===== src/rtl/jellyvl_etherneco_synctimer_pkg.sv =====
// Shared packet layout for the etherneco sync-timer master and slave, so both
// ends agree on byte positions within the sync command and response payloads.
package jellyvl_etherneco_synctimer_pkg;

   localparam int CMD_POS      = 0;
   localparam int TIME_POS     = 1;
   localparam int TIME_BYTES   = 8;
   localparam int OFFSET_POS   = 9;
   localparam int OFFSET_BYTES = 4;

   localparam int CMD_VALID    = 0;
   localparam int CMD_OVERRIDE = 1;

   typedef logic [7:0][7:0] t_time;
   typedef logic [3:0][7:0] t_offset;
   typedef logic [15:0]     t_position;

   typedef enum logic [1:0] {
      ST_IDLE,
      ST_SEND,
      ST_WAIT_RES,
      ST_CALC
   } t_master_state;

   // Total payload length for n slave nodes: command, time, then n offsets.
   function automatic t_position packet_len(input logic [7:0] n);
      return t_position'(OFFSET_POS) + {6'd0, n, 2'b00};
   endfunction

endpackage


===== src/rtl/jellyvl_etherneco_synctimer_offset_table.sv =====
// Per-node delay offset storage: byte-wide read port for packet building,
// word-wide write port for the offset calculation, cleared by reset.
module jellyvl_etherneco_synctimer_offset_table #(
   parameter int MAX_NODES    = 16,
   parameter int OFFSET_WIDTH = 32,
   parameter int IDX_W        = (MAX_NODES > 1) ? $clog2(MAX_NODES) : 1
) (
   input  logic                    clk,
   input  logic                    reset,
   input  logic [IDX_W-1:0]        rd_node,
   input  logic [1:0]              rd_byte,
   output logic [7:0]              rd_data,
   input  logic                    wr_en,
   input  logic [IDX_W-1:0]        wr_node,
   input  logic [OFFSET_WIDTH-1:0] wr_data
);

   logic [OFFSET_WIDTH-1:0] mem [MAX_NODES];
   logic [OFFSET_WIDTH-1:0] rd_word;

   always_ff @(posedge clk) begin
      if (reset) begin
         for (int i = 0; i < MAX_NODES; i++) begin
            mem[i] <= '0;
         end
      end else if (wr_en) begin
         mem[wr_node] <= wr_data;
      end
   end

   assign rd_word = mem[rd_node] >> {rd_byte, 3'b000};
   assign rd_data = rd_word[7:0];

endmodule


===== src/rtl/jellyvl_etherneco_synctimer_master.sv =====
// Etherneco sync-timer ring master: streams sync command packets and turns the
// returning per-slave elapsed times into one-way delay offsets.
//
//   state       | meaning
//   ST_IDLE     | waiting for trigger
//   ST_SEND     | streaming command, master time and offset table
//   ST_WAIT_RES | collecting response elapsed times, timeout running
//   ST_CALC     | one node per cycle: offset = (t_total - elapsed) / 2
module jellyvl_etherneco_synctimer_master
   import jellyvl_etherneco_synctimer_pkg::*;
#(
   parameter int TIMER_WIDTH    = 64,
   parameter int MAX_NODES      = 16,
   parameter int OFFSET_WIDTH   = 32,
   parameter int TIMEOUT_CYCLES = 65535
) (
   input  logic                   clk,
   input  logic                   reset,
   input  logic [TIMER_WIDTH-1:0] current_time,
   input  logic [7:0]             node_count,
   input  logic                   trigger,
   input  logic [1:0]             trigger_cmd,
   output logic                   busy,
   output logic                   timeout,
   output logic                   m_cmd_first,
   output logic                   m_cmd_last,
   output logic [7:0]             m_cmd_data,
   output logic                   m_cmd_valid,
   input  logic                   m_cmd_ready,
   input  logic                   res_rx_start,
   input  logic                   res_rx_end,
   input  logic                   res_rx_error,
   input  logic [15:0]            s_res_pos,
   input  logic [7:0]             s_res_data,
   input  logic                   s_res_valid
);

   localparam int IDX_W = (MAX_NODES > 1) ? $clog2(MAX_NODES) : 1;
   localparam int TO_W  = (TIMEOUT_CYCLES > 1) ? $clog2(TIMEOUT_CYCLES) : 1;

   t_master_state           state, state_next;
   logic [1:0]              cmd_reg;
   logic [7:0]              n_nodes, n_clamped;
   t_position               pkt_len, pos, off_rel, res_rel;
   logic [2:0]              time_idx;
   logic [63:0]             time64;
   t_time                   t_send;
   logic [31:0]             t_start, t_total;
   logic                    start_seen, discard;
   logic [TO_W-1:0]         to_cnt;
   logic [IDX_W-1:0]        calc_idx, res_node;
   logic                    accept, res_hit, calc_done;
   logic [OFFSET_WIDTH-1:0] elapsed [MAX_NODES];
   logic [31:0]             calc_elapsed, calc_diff, calc_offset;
   logic [7:0]              tbl_rd_data;

   assign time64 = 64'(current_time);

   always_comb begin
      n_clamped = node_count;
      if (node_count == 8'd0) begin
         n_clamped = 8'd1;
      end else if (32'(node_count) > MAX_NODES) begin
         n_clamped = 8'(MAX_NODES);
      end
   end

   assign busy        = (state != ST_IDLE);
   assign m_cmd_valid = (state == ST_SEND);
   assign accept      = m_cmd_valid & m_cmd_ready;
   assign m_cmd_first = (pos == t_position'(CMD_POS));
   assign m_cmd_last  = (pos == pkt_len - 16'd1);

   assign off_rel  = pos - t_position'(OFFSET_POS);
   assign time_idx = 3'(pos - t_position'(TIME_POS));

   always_comb begin
      m_cmd_data = tbl_rd_data;
      if (pos == t_position'(CMD_POS)) begin
         m_cmd_data = {6'd0, cmd_reg};
      end else if (pos < t_position'(OFFSET_POS)) begin
         m_cmd_data = t_send[time_idx];
      end
   end

   assign calc_elapsed = 32'(elapsed[calc_idx]);
   assign calc_diff    = t_total - calc_elapsed;
   assign calc_offset  = (t_total >= calc_elapsed) ? (calc_diff >> 1) : 32'd0;
   assign calc_done    = (32'(calc_idx) + 32'd1 == 32'(n_nodes));

   jellyvl_etherneco_synctimer_offset_table #(
      .MAX_NODES    (MAX_NODES),
      .OFFSET_WIDTH (OFFSET_WIDTH),
      .IDX_W        (IDX_W)
   ) u_offset_table (
      .clk     (clk),
      .reset   (reset),
      .rd_node (IDX_W'(off_rel >> 2)),
      .rd_byte (off_rel[1:0]),
      .rd_data (tbl_rd_data),
      .wr_en   (state == ST_CALC),
      .wr_node (calc_idx),
      .wr_data (OFFSET_WIDTH'(calc_offset))
   );

   always_comb begin
      state_next = state;
      timeout    = 1'b0;
      case (state)
         ST_IDLE: begin
            if (trigger) state_next = ST_SEND;
         end
         ST_SEND: begin
            if (accept && m_cmd_last) state_next = ST_WAIT_RES;
         end
         ST_WAIT_RES: begin
            // A start in the same cycle as end still counts as seen.
            if (res_rx_end) begin
               if (discard || res_rx_error || !(start_seen || res_rx_start)) begin
                  state_next = ST_IDLE;
               end else begin
                  state_next = ST_CALC;
               end
            end else if (to_cnt == TO_W'(TIMEOUT_CYCLES - 1)) begin
               timeout    = 1'b1;
               state_next = ST_IDLE;
            end
         end
         ST_CALC: begin
            if (calc_done) state_next = ST_IDLE;
         end
         default: state_next = ST_IDLE;
      endcase
   end

   always_ff @(posedge clk) begin
      if (reset) begin
         state      <= ST_IDLE;
         cmd_reg    <= '0;
         n_nodes    <= 8'd1;
         pkt_len    <= packet_len(8'd1);
         pos        <= '0;
         t_send     <= '0;
         t_start    <= '0;
         t_total    <= '0;
         start_seen <= 1'b0;
         discard    <= 1'b0;
         to_cnt     <= '0;
         calc_idx   <= '0;
      end else begin
         state <= state_next;
         case (state)
            ST_IDLE: begin
               if (trigger) begin
                  cmd_reg    <= trigger_cmd;
                  n_nodes    <= n_clamped;
                  pkt_len    <= packet_len(n_clamped);
                  pos        <= '0;
                  start_seen <= 1'b0;
                  discard    <= 1'b0;
               end
            end
            ST_SEND: begin
               to_cnt <= '0;
               if (accept) begin
                  pos <= pos + 16'd1;
                  if (m_cmd_first) begin
                     t_send  <= time64;
                     t_start <= time64[31:0];
                  end
               end
            end
            ST_WAIT_RES: begin
               to_cnt   <= to_cnt + TO_W'(1);
               calc_idx <= '0;
               if (res_rx_start) begin
                  t_total    <= time64[31:0] - t_start;
                  start_seen <= 1'b1;
               end
               if (res_rx_error) discard <= 1'b1;
            end
            ST_CALC: begin
               calc_idx <= calc_idx + IDX_W'(1);
            end
            default: ;
         endcase
      end
   end

   assign res_rel  = s_res_pos - t_position'(OFFSET_POS);
   assign res_node = IDX_W'(res_rel >> 2);
   assign res_hit  = (state == ST_WAIT_RES) && s_res_valid
                     && (s_res_pos >= t_position'(OFFSET_POS)) && (s_res_pos < pkt_len);

   always_ff @(posedge clk) begin
      if (reset) begin
         for (int i = 0; i < MAX_NODES; i++) begin
            elapsed[i] <= '0;
         end
      end else if (res_hit) begin
         elapsed[res_node][{res_rel[1:0], 3'b000} +: 8] <= s_res_data;
      end
   end

endmodule


===== config.mk =====
export PLATFORM = sky130hd
export DESIGN_NAME = jellyvl_etherneco_synctimer_master
export DESIGN_NICKNAME = d
export VERILOG_FILES = /design/src/rtl/jellyvl_etherneco_synctimer_pkg.sv /design/src/rtl/jellyvl_etherneco_synctimer_offset_table.sv /design/src/rtl/jellyvl_etherneco_synctimer_master.sv
export SDC_FILE = /design/constraint.sdc
export NUM_CORES = 2
export LEC_CHECK = 0
export BUFFER_PORTS_ARGS = -buffer_cell sky130_fd_sc_hd__buf_2
export CAP_MARGIN = 20
export CORE_MARGIN = 3
export CORE_UTILIZATION = 55
export CTS_BUF_LIST = sky130_fd_sc_hd__clkbuf_8
export CTS_CLUSTER_DIAMETER = 100
export DETAILED_ROUTE_END_ITERATION = 10
export PLACE_DENSITY = 0.71
export SKIP_LAST_GASP = 1
export SYNTH_ARGS = -nofsm -noshare
export SYNTH_HDL_FRONTEND = slang
export SYNTH_SLANG_ARGS = --single-unit

===== constraint.sdc =====
create_clock -name clk -period 14.4 [get_ports clk]
set_clock_uncertainty 0.15 [all_clocks]
set_input_delay 0.72 -clock clk [delete_from_list [all_inputs] [get_ports clk]]
set_output_delay 0.72 -clock clk [all_outputs]
set_load 0.05 [all_outputs]

==> impl_metrics.csv <==
group,metric,value,unit
die,start_util,55.7,%
global_route,grt_pass1_wl,237,mm
synth,post-synth-top-area-cell,"edfxtp_1",
sta,slew_headroom,20.4,%
layout,final_cell_mix,"edfxtp_1 (1008), nor2_1 (722), nand2_1 (349)",
pwr,intPower,5.67,mW
sta,timing.final.crit_share,50.4,%
synth,yosysWarnings,0,
sta,fmax,0.138,GHz
setup_path,timing.critical_path.slowest_stage_cell,"dfxtp_4",
clock_network,clock_path_buffers,3,
placement,io_buffers,118,
die,fp.coreArea,101000,µm²
placement,place_congestion,0.877,
die,die_y,325,µm
route,wirelength,158,mm
sta,setup_tns,0,ns
synth,syn_inst,4516,
sta,fin_hold_ws,0.0857,ns
sta,tightest_slew,1.16,ns
flow_run,maxCapViolCount,0,
route,drc,0,
pwr,p_per_area,130,nW/µm²
sta,setup_violations,0,
clock_network,postCtsSetupBuffers,0,
clock_network,cts.htree.levels,4,
synth,synth_edf_count,1008,
route,via_per_inst,6.33,
route,dr.pass1.iters,6,
clock_network,cts_tree,"done",
sta,final.min_clock_period,7.26,ns
synth,synth.distinct_cells,80,
synth,synth_top_area_share,54.0,%
setup_path,crit_required,14.85,ns
pwr,pwr-share-comb,17.9,%
setup_path,path_max_fanout,48,
layout,fillers,7740,
setup_path,path_common_cell,"buf_4",
clock_network,cts_buffers,189,
setup_path,worstSetupEndpointType,"register",
synth,syn_nets,4718,
clock_network,cts_resized,0,
sta,maxSlewViolCount,0,
die,dieWidth,325,µm
setup_path,critPathMaxStageDelay,0.86,ns
synth,syn_area,56100,µm²
setup_path,crit_chain,"buf_4 > buf_4 > mux4_2 > mux4_2 > inv_1 > ha_1 > a21o_1 > a21o_1 > a21oi_1 > a211o_1 > a21oi_1 > or4b_2 > buf_4 > nand2b_1 > nor2_1",
route,post_drt_wl_per_cell,25.9,µm
layout,layout.nets,4774,
synth,avgSynthCellArea,12.4,µm²
global_route,overflow,0,
die,num_rows,116,
route,vias,38568,
global_route,antenna_found_initial,9,
pwr,power_switching_share,29.5,%
synth,synth_flop_cell,"edfxtp_1",
clock_network,clk_latency,0.87,ns
pwr,peakVddDrop,85.1,µV
sta,finalHoldViolCount,0,
layout,area_growth,10.1,%
sta,rsz0062_at_grt,"false",
layout,regMostFlops,"elapsed",
layout,largestRegisters,"elapsed: 512 flops, u_offset_table.mem: 496 flops, t_send: 61 flops",
pwr,pwr-share-seq,48.2,%
placement,hpwl,96.1,mm
die,num_io_pins,119,
global_route,grtUsageTotal,29.6,%
setup_path,worst-path-buf-inv,4,
layout,drive_gt1_share,16.9,%
setup_path,critPathLaunchType,"register",
status,status,"finished clean",
setup_path,cp_top_family,"buffers and inverters",
pwr,power_switching,2.37,mW
clock_network,cts_sinks,1166,
clock_network,clk_pin_slew,0.06,ns
setup_path,path_class,"register to register",
synth,ys_top_cells_by_area,"edfxtp_1 (54%), mux4_2 (10%), dfxtp_1 (5.6%), nor2_1 (4.8%), nor4_1 (3.0%)",
global_route,grt_max_degree,186,
pwr,pwr-share-clk,34.0,%
route,ant_nets,0,
synth,yosysSeqAreaShare,59.6,%
clock_network,cts_root_buffer,"clkbuf_8",
worst_hold_path,hold_class,"input port to register",
synth,ys_ff_latch,1166,
pwr,p_leak,20.9,nW
global_route,grt_pass1_vias,38225,
setup_path,arrival,7.71,ns
layout,largest_reg_flops,512,
layout,final_common_cell,"edfxtp_1",
die,die_area,106000,µm²
synth,synthArstFlopShare,0,%
route,drt_iter0_drc,4679,
clock_network,postCtsHoldBufs,73,
==> power by group through the flow <==
stage               logic, mW  clock network (mW)  registers (mW)
global placement         1.38                   0            3.94
detailed placement       1.39                   0            3.94
finish                   1.44                2.73            3.87
CTS                      1.41                2.75            3.87
global route             1.53                2.89            3.89
floorplan               0.979                   0            3.91
==> worst reg2reg max path, cell delays in order, from the launching register on <==
cell	delay [ns]
dfxtp_4	0.86
buf_4	0.89
buf_4	0.94
mux4_2	0.62
mux4_2	0.54
inv_1	0.09
ha_1	0.32
a21o_1	0.21
a21o_1	0.17
a21oi_1	0.23
a211o_1	0.17
a21oi_1	0.04
or4b_2	0.63
buf_4	0.36
nand2b_1	0.65
nor2_1	0.11
==> cells by family (layout without fill, tap and decap cells) <==
group,after synthesis,count (layout),share of synthesized area [%]
compound gates,512,512,5.98
mux,327,327,11.5
fa+ha+maj,96,96,2.17
xor+xnor,103,103,1.68
simple gates,1790,1790,15.0
buf+inv,522,730,4.01
flops,1166,1166,59.6
other cells,0,8,0
==> final cells by class <==
cell class	count	area [µm²]	area share, %
antenna	8	20.0	0.0324
tap	1357	1700	2.75
multi-input combinational	2828	20500	33.3
clock buffer	202	2780	4.51
timing repair buffer	276	2070	3.36
clock inverter	141	752	1.22
sequential	1166	33400	54.2
inverter	111	417	0.675
==> metal layers <==
metal | wire length (µm) | track usage, % | vias up
li1 | - | - | 16994
met1 | 58000 | 37.8 | 19005
met2 | 77300 | 48.9 | 2174
met3 | 16600 | 7.22 | 391
met4 | 6060 | 12.2 | 4
met5 | 26 | 0 | -
==> path summary, 6_finish.rpt <==
check,from,end,slack [ns],cells past startpoint
max,register,u_offset_table.mem[14][0],7.14,15
min,node_count[0],n_nodes[0],0.09,3
max reg2reg,register,u_offset_table.mem[14][0],7.14,15
min reg2reg,t_send[43],t_send[43],0.30,2
==> stage by stage <==
| step | cells | utilization, % | area, µm² | setup WS (ns) | total power [mW] |
|---|---|---|---|---|---|
| floorplan | 4516 | - | 56100 | 9.25 | 4.88 |
| global placement | 5658 | 57.0 | 57300 | 7.20 | 5.31 |
| detailed placement | 5658 | 57.0 | 57300 | 7.10 | 5.33 |
| CTS | 6074 | 61.2 | 61600 | 7.10 | 8.04 |
| global route | 6084 | 61.3 | 61700 | 6.59 | 8.31 |
| finish | 6089 | 61.4 | 61700 | 7.14 | 8.04 |
==> synthesized netlist by cell type, drive strengths merged, types with 5 or more instances <==
cell     number
a21oi       186
o211ai        5
nor3b         6
and2         20
edfxtp     1008
xnor2        52
ha           94
a22oi         8
xor2         51
nor2b        16
nand3b        5
nand3        72
and3         16
mux4        254
nor4        272
a2111oi       7
nand2       368
buf         122
mux2i        73
clkbuf      289
nand4        52
o21ai        80
nand2b       65
a31oi        19
a21o         26
o21bai       76
inv         111
nor3        157
o21a         11
o31ai         7
nor2        723
a211o         5
or3           5
a211oi       14
o221a        24
a311oi       10
dfxtp       158
No activity file was read; power rests on OpenSTA's default activity.
